File: config.mk
export PLATFORM = sky130hd
export DESIGN_NAME = elevator_call_scheduler
export DESIGN_NICKNAME = d
export VERILOG_FILES = /design/src/rtl/elevator_call_scheduler.sv
export SDC_FILE = /design/constraint.sdc
export NUM_CORES = 1
export LEC_CHECK = 0
export BUFFER_PORTS_ARGS = -buffer_cell sky130_fd_sc_hd__buf_2
export CORE_MARGIN = 2
export CORE_UTILIZATION = 30
export CTS_BUF_LIST = sky130_fd_sc_hd__clkbuf_8
export CTS_CLUSTER_SIZE = 28
export DETAILED_ROUTE_END_ITERATION = 8
export MAX_ROUTING_LAYER = met4
export SYNTH_ARGS = -nofsm -noshare
export SYNTH_HDL_FRONTEND = slang
export SYNTH_SLANG_ARGS = --single-unit
File: constraint.sdc
create_clock -name clk -period 6.1 [get_ports clk]
set_clock_uncertainty 0.15 [all_clocks]
set_input_delay 0.305 -clock clk [delete_from_list [all_inputs] [get_ports clk]]
set_output_delay 0.305 -clock clk [all_outputs]
set_load 0.01 [all_outputs]
File: src/rtl/elevator_call_scheduler.sv
// elevator_call_scheduler
//
// Collects floor call requests into a pending bitmap and hands the next
// stop to the downstream elevator controller using a SCAN (sweep) policy.
// Served calls are retired from the controller's floor position and door
// status. While the car is travelling, a closer pending stop found along
// the current direction of travel re-targets the car.
//
// State table:
//   state      | meaning
//   -----------+-----------------------------------------------------------
//   ST_IDLE    | no trip outstanding; waits for pending calls with on=1
//   ST_SELECT  | one cycle: pick the next stop, raise target_valid
//   ST_TRAVEL  | trip outstanding; may re-target to a closer stop en route
//   ST_SERVICE | call retired; waits for the door to close
//
// Ports:
//   clk           system clock, rising edge
//   reset_n       synchronous active-low reset
//   on            scheduler enable (gates request capture and new trips)
//   req_valid     call request strobe
//   req_floor     requested floor, valid with req_valid
//   cur_floor     current car floor from the controller
//   door_open     car door open from the controller
//   target_floor  registered stop handed to the controller
//   target_valid  high while a trip to target_floor is outstanding
//   dir_up        sweep direction, 1 = up
//   pending       bitmap of outstanding calls
//   queue_count   popcount of pending
//   busy          high whenever the state is not ST_IDLE

module elevator_call_scheduler #(
    parameter int NUM_FLOORS = 16,
    parameter int FLOOR_W    = 4
) (
    input  logic                  clk,
    input  logic                  reset_n,
    input  logic                  on,
    input  logic                  req_valid,
    input  logic [FLOOR_W-1:0]    req_floor,
    input  logic [FLOOR_W-1:0]    cur_floor,
    input  logic                  door_open,
    output logic [FLOOR_W-1:0]    target_floor,
    output logic                  target_valid,
    output logic                  dir_up,
    output logic [NUM_FLOORS-1:0] pending,
    output logic [FLOOR_W:0]      queue_count,
    output logic                  busy
);

    localparam logic [1:0] ST_IDLE    = 2'd0;
    localparam logic [1:0] ST_SELECT  = 2'd1;
    localparam logic [1:0] ST_TRAVEL  = 2'd2;
    localparam logic [1:0] ST_SERVICE = 2'd3;

    logic [1:0]            state_q,        state_d;
    logic [NUM_FLOORS-1:0] pending_q,      pending_d;
    logic [FLOOR_W-1:0]    target_q,       target_d;
    logic                  target_valid_q, target_valid_d;
    logic                  dir_up_q,       dir_up_d;
    logic [FLOOR_W:0]      queue_count_q,  queue_count_d;
    logic                  busy_q,         busy_d;

    // Search results over the registered pending bitmap, relative to cur_floor.
    logic                  cur_hit;
    logic                  above_found;
    logic [FLOOR_W-1:0]    above_idx;
    logic                  below_found;
    logic [FLOOR_W-1:0]    below_idx;

    logic                  req_ok;
    logic                  arrived;
    logic                  retarget;
    logic [FLOOR_W-1:0]    retarget_idx;

    // Nearest pending floor on each side of the car. Above is scanned top-down
    // and below bottom-up so the last hit is the one closest to cur_floor.
    always_comb begin
        cur_hit     = 1'b0;
        above_found = 1'b0;
        above_idx   = '0;
        below_found = 1'b0;
        below_idx   = '0;
        for (int i = 0; i < NUM_FLOORS; i++) begin
            if (pending_q[i] && (i == int'(cur_floor))) begin
                cur_hit = 1'b1;
            end
        end
        for (int i = NUM_FLOORS - 1; i >= 0; i--) begin
            if (pending_q[i] && (i > int'(cur_floor))) begin
                above_found = 1'b1;
                above_idx   = FLOOR_W'(i);
            end
        end
        for (int i = 0; i < NUM_FLOORS; i++) begin
            if (pending_q[i] && (i < int'(cur_floor))) begin
                below_found = 1'b1;
                below_idx   = FLOOR_W'(i);
            end
        end
    end

    // A call for the floor whose door is already open is being served now.
    assign req_ok = on && req_valid
                    && (int'(req_floor) < NUM_FLOORS)
                    && !((req_floor == cur_floor) && door_open);

    assign arrived = (cur_floor == target_q) && door_open;

    // The target itself is pending, so the nearest hit in the travel direction
    // is either the target or a stop strictly between the car and the target.
    always_comb begin
        retarget     = 1'b0;
        retarget_idx = target_q;
        if (dir_up_q) begin
            if ((cur_floor < target_q) && above_found && (above_idx < target_q)) begin
                retarget     = 1'b1;
                retarget_idx = above_idx;
            end
        end else begin
            if ((cur_floor > target_q) && below_found && (below_idx > target_q)) begin
                retarget     = 1'b1;
                retarget_idx = below_idx;
            end
        end
    end

    always_comb begin
        state_d        = state_q;
        pending_d      = pending_q;
        target_d       = target_q;
        target_valid_d = target_valid_q;
        dir_up_d       = dir_up_q;

        for (int i = 0; i < NUM_FLOORS; i++) begin
            if (req_ok && (i == int'(req_floor))) begin
                pending_d[i] = 1'b1;
            end
        end

        case (state_q)
            ST_IDLE: begin
                if ((pending_q != '0) && on) begin
                    state_d = ST_SELECT;
                end
            end

            ST_SELECT: begin
                state_d        = ST_TRAVEL;
                target_valid_d = 1'b1;
                if (cur_hit) begin
                    target_d = cur_floor;
                end else if (dir_up_q && above_found) begin
                    target_d = above_idx;
                end else if (!dir_up_q && below_found) begin
                    target_d = below_idx;
                end else if (dir_up_q && below_found) begin
                    dir_up_d = 1'b0;
                    target_d = below_idx;
                end else if (!dir_up_q && above_found) begin
                    dir_up_d = 1'b1;
                    target_d = above_idx;
                end else begin
                    // Nothing to serve; do not start a trip.
                    state_d        = ST_IDLE;
                    target_valid_d = 1'b0;
                end
            end

            ST_TRAVEL: begin
                if (arrived) begin
                    // Applied after request capture so the retirement clear wins.
                    for (int i = 0; i < NUM_FLOORS; i++) begin
                        if (i == int'(target_q)) begin
                            pending_d[i] = 1'b0;
                        end
                    end
                    target_valid_d = 1'b0;
                    state_d        = ST_SERVICE;
                end else if (retarget) begin
                    target_d = retarget_idx;
                end
            end

            ST_SERVICE: begin
                if (!door_open) begin
                    if ((pending_q != '0) && on) begin
                        state_d = ST_SELECT;
                    end else begin
                        state_d = ST_IDLE;
                    end
                end
            end

            default: begin
                state_d = ST_IDLE;
            end
        endcase
    end

    always_comb begin
        queue_count_d = '0;
        for (int i = 0; i < NUM_FLOORS; i++) begin
            queue_count_d = queue_count_d + (FLOOR_W + 1)'(pending_d[i]);
        end
    end

    assign busy_d = (state_d != ST_IDLE);

    always_ff @(posedge clk) begin
        if (!reset_n) begin
            state_q        <= ST_IDLE;
            pending_q      <= '0;
            target_q       <= '0;
            target_valid_q <= 1'b0;
            dir_up_q       <= 1'b1;
            queue_count_q  <= '0;
            busy_q         <= 1'b0;
        end else begin
            state_q        <= state_d;
            pending_q      <= pending_d;
            target_q       <= target_d;
            target_valid_q <= target_valid_d;
            dir_up_q       <= dir_up_d;
            queue_count_q  <= queue_count_d;
            busy_q         <= busy_d;
        end
    end

    assign target_floor = target_q;
    assign target_valid = target_valid_q;
    assign dir_up       = dir_up_q;
    assign pending      = pending_q;
    assign queue_count  = queue_count_q;
    assign busy         = busy_q;

endmodule

==> out/metrics.cfg <==
[global_routing]
grtUsageTotal_pct=18.6
grt_pass1_wl_mm=16.5
gr-total-overflow=0
grt_pass1_vias=3142
grt_max_degree=45
antenna_found_initial=0

[critical_path]
start_kind=register
slowest_delay_ns=0.59
end_kind=register
critPathArrivalTime_ns=5.12
cp_max_fo=6
critPathMostFrequentCell=fa_1
critPathSlowestCell=fa_1
worstPathCellList=inv_1, ha_1, nand4_1, inv_1, nand3_1, or3_1, o22ai_1, fa_1, fa_1, fa_1, fa_1, inv_1, ha_1, a21o_1, a21oi_1, xor2_1, nor2_1
crit_family=adder cells
crit_buf_inv=3
critical_path_class=register to register
required_ns=6.11

[power]
p_leak_nw=1.47
p_seq_share_pct=40.5
vdd_drop_max_mv=0.0960
pwr-share-comb_pct=28.6
power_density_nw_per_um2=147
p_int_mw=0.352
switching_share_pct=33.6
clockPowerShare_pct=30.9
power.switching_mw=0.178

[sta]
worstMarginPinSlew_ns=0.542
report.final.slew_viol_count=0
post-route-period-util_pct=83.7
tns_ns=0
slew_headroom_pct=63.6
max_freq_mhz=196
setup_violations=0
rsz0062_at_grt=false
finalCriticalPeriod_ns=5.10
hold_ws_ns=0.246
hold_violations=0

[floorplan]
start_util_pct=30.5
ios=41
rows=38
die_x_um=109
die_y_um=109
core_um2=10700
die_area_um2=11800

[detailed_routing]
wirelength_mm=10.4
wire_per_inst_um=18.0
drt-pass1-iter-count=6
avgViaCountPerCell=5.66
drcViolationCount=0
drtIter0Drc=245
vias=3265
final_antenna_net_count=0

[clock_network]
post_cts_resized=0
clk_pin_slew_ns=0.07
cts_max_level=2
clock_path_buffers=2
clock_latency_ns=0.28
ctsHoldBuffers=0
cts_buffers=5
post-cts-setup-buffers=0
clock-root-buffer=clkbuf_8
cts.sinks=30
tritoncts=built

[synthesis]
synth-seq-cells=30
yosysUniqueCellTypes=80
async_reset_ff_share_pct=0
ys.flop_type=dfxtp_1
synth-seq-area-share_pct=18.3
avgSynthCellArea_um2=7.94
yosysWarnings=0
syn_inst=413
synth_edf_count=0
syn_area_um2=3280
synth_fp_nets=452

[final_layout]
seqCellArea_um2=601
most-common-layout-cells=nor2_1, buf_2, dfxtp_1
post-route-cell-area_um2=3590
nets=475
layoutNonFillerInstCount=577
syn2layout_area_growth_pct=9.61
antennaDiodeCount=0
nFillCells=1201
drive_above_1_share_pct=16.9
utilization_pct=33.5
multi_input_area_um2=2400

[place]
post_dp_cell_area_um2=3500
portBuffers=40
gpl.final_weighted_congestion=0.925
dp_hpwl_mm=7.92
placed_cells=569

[run_status]
status=completed

[flow_run]
drv_cap=0

[min_path]
hold_class=primary input to register

==> path summary, 6_finish.rpt <==
| kind | start | cells after the start | to | slack, ns |
|---|---|---|---|---|
| worst max-delay path | target_floor[1]$_SDFFE_PN0P_ | 17 | queue_count[3]$_SDFF_PN0_ | 1.0 |
| worst min-delay path | reset_n | 2 | dir_up$_SDFFE_PN1P_ | 0.25 |
| worst max register to register | target_floor[1]$_SDFFE_PN0P_ | 17 | queue_count[3]$_SDFF_PN0_ | 1.0 |
| worst min register to register | target_floor[1]$_SDFFE_PN0P_ | 2 | target_floor[1]$_SDFFE_PN0P_ | 0.41 |
==> layer usage <==
metal	global-route usage [%]	vias up	part of all wire (%)
met5	-	-	0
met4	6.59	0	1.5
met3	1.63	19	6.4
met2	29.3	145	46
met1	24.9	1530	46
li1	-	1571	-
==> cells by family after synthesis <==
| kind of cell | synth area share (%) |
|---|---|
| AND/OR/NAND/NOR | 27.7 |
| XOR/XNOR | 1.34 |
| buffers and inverters | 8.39 |
| multiplexers | 3.78 |
| AO/OA/AOI/OAI | 28.0 |
| adder cells (fa/ha/maj) | 12.5 |
| flip-flops | 18.3 |
==> power groups by stage <==
stage	clock (mW)	combinational (mW)	sequential, mW
2_1_floorplan	0	0.115	0.215
6_report	0.163	0.152	0.214
5_1_grt	0.175	0.168	0.215
3_3_place_gp	0	0.149	0.218
4_1_cts	0.166	0.151	0.214
3_5_place_dp	0	0.150	0.218
==> flip-flops by register name (all words and copies together), names as in the netlist <==
| signal | count |
|---|---|
| state_q | 2 |
| pending | 16 |
| busy | 1 |
| dir_up | 1 |
| target_floor | 4 |
| queue_count | 5 |
| target_valid | 1 |
==> cell usage after synthesis (3+ instances only) <==
cell type / count / area (um^2)
fa_1: 10 / 200
nand2b_1: 15 / 93.8
mux2i_1: 9 / 90.1
and2_1: 8 / 50.1
and3_1: 3 / 18.8
a211o_1: 3 / 26.3
o31ai_1: 5 / 37.5
a21oi_1: 18 / 90.1
nand2_1: 28 / 105
nor3_1: 10 / 50.1
a211oi_1: 9 / 67.6
o32ai_1: 4 / 35.0
xor2_1: 4 / 35.0
o21ai_0: 13 / 65.1
buf_4: 4 / 30.0
nand3_1: 12 / 60.1
dfxtp_1: 30 / 601
or3_1: 4 / 25.0
nor4_1: 4 / 25.0
o21a_1: 8 / 60.1
a31o_1: 3 / 26.3
o2bb2ai_1: 3 / 26.3
a31oi_1: 3 / 18.8
buf_6: 7 / 78.8
a21o_1: 4 / 30.0
nor2_1: 40 / 150
o22ai_1: 15 / 93.8
o21bai_1: 3 / 22.5
nor2b_1: 11 / 68.8
nand4_1: 3 / 18.8
inv_1: 24 / 90.1
clkbuf_1: 10 / 37.5
buf_2: 7 / 35.0
mux2_2: 3 / 33.8
ha_1: 16 / 200
==> area by class of cell <==
class | instances | area share (%)
Inverter | 25 | 2.61
Timing Repair Buffer | 44 | 6.40
Tap cell | 140 | 4.87
Multi-Input combinational cell | 330 | 66.9
Sequential cell | 30 | 16.7
Clock buffer | 6 | 2.30
Clock inverter | 2 | 0.244
==> worst register-to-register path, cell delays in order (launching register included) <==
cell     delay [ns]
dfxtp_1        0.41
inv_1          0.16
ha_1           0.32
nand4_1        0.13
inv_1          0.09
nand3_1        0.10
or3_1          0.42
o22ai_1        0.30
fa_1           0.49
fa_1           0.49
fa_1           0.43
fa_1           0.59
inv_1          0.06
ha_1           0.28
a21o_1         0.17
a21oi_1        0.16
xor2_1         0.18
nor2_1         0.06
==> per-stage QoR <==
step	worst slack [ns]	power [mW]
3_5_place_dp	0.970	0.368
5_1_grt	0.699	0.558
2_1_floorplan	1.08	0.330
3_3_place_gp	1.04	0.367
4_1_cts	0.978	0.531
6_report	0.996	0.529
Power figures use the tool's default switching activity.
